$ cat config.mk
export PLATFORM = sky130hd
export DESIGN_NAME = uart_tx_ctrl
export DESIGN_NICKNAME = d
export VERILOG_FILES = /design/src/rtl/uart_tx_ctrl.sv
export SDC_FILE = /design/constraint.sdc
export NUM_CORES = 1
export LEC_CHECK = 0
export ABC_AREA = 1
export CORE_MARGIN = 1.5
export CORE_UTILIZATION = 35
export CTS_CLUSTER_SIZE = 14
export DETAILED_ROUTE_END_ITERATION = 8
export PLACE_DENSITY = 0.76
export SLEW_MARGIN = 25
export SYNTH_ARGS = -nofsm -noshare
export SYNTH_HDL_FRONTEND = slang
export SYNTH_SLANG_ARGS = --single-unit
export TNS_END_PERCENT = 10
$ cat constraint.sdc
create_clock -name CLK -period 1.2 [get_ports CLK]
set_input_delay 0.24 -clock CLK [delete_from_list [all_inputs] [get_ports CLK]]
set_output_delay 0.24 -clock CLK [all_outputs]
set_load 0.01 [all_outputs]
$ cat src/rtl/uart_tx_ctrl.sv
// uart_tx_ctrl: UART transmit frame controller.
// Builds the start / data / optional parity / stop frame on TX_OUT. An
// external serializer supplies the data bits on ser_data and shifts while
// ser_en is high. The serializer also flags the last data bit on ser_done.
// Optional feature: define UART_TX_STOP2_EN to send a second stop bit.
//
// Handshake: a frame is accepted when Data_Valid is 1 at a CLK edge with
// Busy 0. Data_Valid is a one-cycle strobe with no ready-style back-pressure.
// A strobe seen while Busy is 1 is dropped without effect, because the
// serializer uses the same acceptance condition for its own load.
module uart_tx_ctrl #(
    parameter int DATA_WIDTH = 8
) (
    input  logic                  CLK,
    input  logic                  RST,
    input  logic [DATA_WIDTH-1:0] P_DATA,
    input  logic                  Data_Valid,
    input  logic                  PAR_EN,
    input  logic                  PAR_TYP,
    input  logic                  ser_done,
    input  logic                  ser_data,
    output logic                  ser_en,
    output logic                  TX_OUT,
    output logic                  Busy,
    output logic [2:0]            state_dbg
);

    typedef enum logic [2:0] {
        S_IDLE   = 3'd0,
        S_START  = 3'd1,
        S_DATA   = 3'd2,
        S_PARITY = 3'd3,
`ifdef UART_TX_STOP2_EN
        S_STOP   = 3'd4,
        S_STOP2  = 3'd5
`else
        S_STOP   = 3'd4
`endif
    } state_t;

    state_t state_q;
    state_t state_d;
    logic   busy_q;
    logic   par_bit_q;   // XOR of the accepted data bits
    logic   par_en_q;
    logic   par_typ_q;
    logic   accept;

    // A frame is taken only from IDLE, so strobes during a frame are ignored
    assign accept = (state_q == S_IDLE) && Data_Valid;

    // State, busy flag and the parity settings captured at acceptance
    always_ff @(posedge CLK) begin
        if (!RST) begin
            state_q   <= S_IDLE;
            busy_q    <= 1'b0;
            par_bit_q <= 1'b0;
            par_en_q  <= 1'b0;
            par_typ_q <= 1'b0;
        end else begin
            state_q <= state_d;
            busy_q  <= (state_d != S_IDLE);
            if (accept) begin
                par_bit_q <= ^P_DATA;
                par_en_q  <= PAR_EN;
                par_typ_q <= PAR_TYP;
            end
        end
    end

    // Next-state logic; ser_done only matters while in DATA
    always_comb begin
        state_d = state_q;
        case (state_q)
            S_IDLE:   if (Data_Valid) state_d = S_START;
            S_START:  state_d = S_DATA;
            S_DATA:   if (ser_done) state_d = par_en_q ? S_PARITY : S_STOP;
            S_PARITY: state_d = S_STOP;
`ifdef UART_TX_STOP2_EN
            S_STOP:   state_d = S_STOP2;
            S_STOP2:  state_d = S_IDLE;
`else
            S_STOP:   state_d = S_IDLE;
`endif
            default:  state_d = S_IDLE;
        endcase
    end

    // Line mux selected by state alone, so Data_Valid never reaches TX_OUT
    always_comb begin
        TX_OUT = 1'b1;
        ser_en = 1'b0;
        case (state_q)
            S_START:  TX_OUT = 1'b0;
            S_DATA: begin
                TX_OUT = ser_data;
                ser_en = 1'b1;
            end
            S_PARITY: TX_OUT = par_bit_q ^ par_typ_q;
            default:  TX_OUT = 1'b1;
        endcase
    end

    assign Busy      = busy_q;
    assign state_dbg = state_q;

endmodule

==> results.py, run 1 <==
metrics = {
    "run_status": {
        "status": "complete, but fails checks",
        "violations": "setup timing",
    },
    "synth": {
        "synth_seq_cells": 7,
        "synth_top_flop_cell": "dfxtp_1",
        "ys_seq_area_share_pct": 28.21,
        "netlist_instances": 89,
        "synth_area_leaders": "nand2_1 32%, dfxtp_1 28%, inv_1 11%",
        "async_flop_share_pct": 0,
        "syn-num-nets": 104,
        "post-synth-top-count-cell": "nand2_1",
        "yosysTopAreaCell": "nand2_1",
        "synth.distinct_cells": 14,
        "synth_warnings": 0,
        "synth_edf_count": 0,
        "avgSynthCellArea_um2": 5.581,
        "synth_top_area_share_pct": 32.49,
        "synth_common_cells": "43 x nand2_1, 15 x inv_1, 7 x dfxtp_1",
        "synthesis.area_um2": 496.7,
    },
    "setup_path": {
        "r2r_slack_ns": 0.08,
        "startpoint_type": "flip-flop",
        "cp_data_arrival_time_ns": 1.06,
        "critPathCaptureType": "primary output",
        "cp_max_fo": 3,
        "worst_r2r_endpoint": "par_bit_q",
        "cp.required_ns": 0.96,
        "rr_worst_depth": 9,
        "path_class": "flip-flop to primary output",
        "r2r_start": "state_dbg[0]",
    },
    "floorplanning": {
        "die_y_um": 40.67,
        "core_area_um2": 1318,
        "die_area_um2": 1654,
        "rows": 13,
        "dieWidth_um": 40.67,
        "start_util_pct": 37.70,
        "io_pins": 21,
    },
    "cells_and_area": {
        "final_layout_size_suffix_gt1_share_pct": 26.83,
        "final_cell_area_um2": 838.3,
        "post-route-util_pct": 63.63,
        "nFillCells": 127,
        "fin_cells": 138,
        "syn_to_final_growth_pct": 68.77,
        "nets": 139,
        "antenna_cells": 0,
    },
    "global_route": {
        "grt_max_degree": 6,
        "top_usage_layer": "met2",
        "grt_use_met1_pct": 20.93,
        "gr-usage-all-layers_pct": 17.14,
        "antenna_found_initial": 0,
        "grt_pass1_wl_mm": 1.814,
        "grt_pass1_vias": 477,
        "grtUsageMet3_pct": 6.522,
        "met2_usage_pct": 28.97,
        "grt.overflow.total": 0,
    },
    "sta": {
        "hold_viol_final": 0,
        "maxSlewHeadroom_pct": 84.64,
        "fin_skew_ns": 0.0007334,
        "final.setup.tns_ns": -0.1296,
        "slew_viol_final": 0,
        "rsz0062_at_grt": "yes",
        "worstMarginPinSlew_ns": 0.2287,
        "timing.fmax_ghz": 0.7700,
        "setup_slack_ns": -0.09870,
        "setup_viol": 3,
        "period_needed_ns": 1.299,
        "fin_crit_sh_pct": 108.2,
        "holdWs_ns": 0.4952,
    },
    "route": {
        "drt-wirelength-per-cell_um": 8.507,
        "route.detailed.drc": 0,
        "drtIter0Drc": 10,
        "vias": 594,
        "drtPass1Iterations": 4,
        "avgViaCountPerCell": 4.304,
        "ant_nets": 0,
        "wl_mm": 1.174,
    },
    "placed_design": {
        "port_buffers": 20,
        "dpl_cell_area_um2": 790.8,
        "hpwl_um": 951.7,
        "pre_cts_ws_ns": -0.4881,
        "post-place-cells": 134,
        "place_congestion": 0.6790,
    },
    "power_and_ir_drop": {
        "leakagePower_nw": 0.4426,
        "pwr_density_cell_nw_per_um2": 851.7,
        "irDropWorstVdd_v": 0.0006555,
        "total_power_mw": 0.7140,
    },
    "clocking": {
        "worst_skew_pair.late_latency_ns": 0.25,
        "htree_levels": 1,
        "clock_path_buffers": 2,
        "cts.sinks": 7,
        "numCtsBuffers": 3,
        "hold_buffers": 0,
        "postCtsSetupBuffers": 0,
        "cts.root.buffer_cell": "clkbuf_4",
        "clk_pin_slew_ns": 0.05,
        "cts_tree": "built",
    },
    "min_path": {
        "whs_endpoint": "state_dbg[0]",
        "min_from": "par_en_q",
        "whs_path_depth": 2,
        "hp-class": "flip-flop to flip-flop",
    },
    "run": {
        "drv_cap": 0,
    },
}
[repair_timing]
| item | CTS | global route |
|---|---|---|
| setup endpoints to repair | 6 | 7 |
| gates resized for setup | 13 | 17 |
| pin swaps | 0 | 3 |
[sequential cells by signal, summed over array words and instances, names as in the netlist]
name	cells
par_typ_q	1
par_bit_q	1
Busy	1
par_en_q	1
state_dbg	3
[worst max-delay path by stage]
stage | startpoint | end | slack (ns) | cells after the start
after floorplan | state_dbg[0] | TX_OUT | 0.03 | 4
after global placement | ser_data | TX_OUT | -0.46 | 4
after detailed placement | ser_data | TX_OUT | -0.49 | 4
after CTS | state_dbg[0] | TX_OUT | -0.14 | 4
after global routing | state_dbg[0] | TX_OUT | -0.15 | 5
final | state_dbg[1] | TX_OUT | -0.1 | 4
[cells in the final DEF, fill, tap and decap left out]
master	synthesis	routed
buf_4	0	9
nor2_1	6	5
a21oi_1	4	2
clkdlybuf4s50_1	0	14
clkbuf_1	0	1
buf_2	0	1
dfxtp_2	0	3
clkbuf_2	0	1
inv_1	15	14
o21ai_0	4	3
nand3_1	1	1
clkdlybuf4s15_1	0	1
nand2_1	43	42
nand2_2	1	2
a21boi_2	0	1
clkbuf_4	0	3
dfxtp_4	0	1
a21oi_2	2	4
nor3_1	1	1
buf_6	0	2
inv_2	1	2
o21ai_1	0	1
dfxtp_1	7	3
nand3_2	2	2
nor2_4	1	2
dlygate4sd2_1	0	2
[per-layer routing]
metal | vias up | share of wire, %
met2 | 12 | 52
met3 | 0 | 3.9
met4 | 0 | 0
met5 | - | 0
met1 | 249 | 44
li1 | 333 | -
[layout make-up]
cell class | instances | area, um^2 | area share, %
multi-input combinational | 66 | 317.8 | 37.91
timing repair buffer | 30 | 267.8 | 31.94
sequential | 7 | 147.6 | 17.61
inverter | 16 | 60.06 | 7.164
clock buffer | 4 | 26.28 | 3.134
tap | 15 | 18.77 | 2.239
[logic make-up (layout without fill, tap and decap cells)]
group,Yosys count,count (layout),share of synthesized area [%]
AOI/OAI and AO/OA,11,11,13.10
and+or+nand+nor,55,55,46.60
DFF,7,7,28.21
buffers and inverters,16,50,12.09
[critical path: stages (launching register included)]
cell and delay, ns:
dfxtp_2 0.35, nor2_4 0.13, nand2_2 0.06, a21boi_2 0.14, buf_2 0.13
[power breakdown]
group	switching, mW	internal (mW)	total, mW
logic	0.109	0.124	0.232
registers	0.0149	0.251	0.266
clock network	0.0884	0.127	0.215
total	0.212	0.502	0.714
No activity file was read; power rests on OpenSTA's default activity.
==> run 2: changes to the inputs <==
ABC_CLOCK_PERIOD_IN_PS = 1200   (was not set)
CAP_MARGIN = 10   (was not set)
CTS_CLUSTER_SIZE = 12   (was 14)
==> results of run 2 <==
Final layout, timing and power as in run 1 (identical DEF).
==> run 3: changes to the inputs <==
HOLD_SLACK_MARGIN = 0.05   (was not set)
==> results of run 3 <==
Final layout, timing and power as in run 1 (identical DEF).
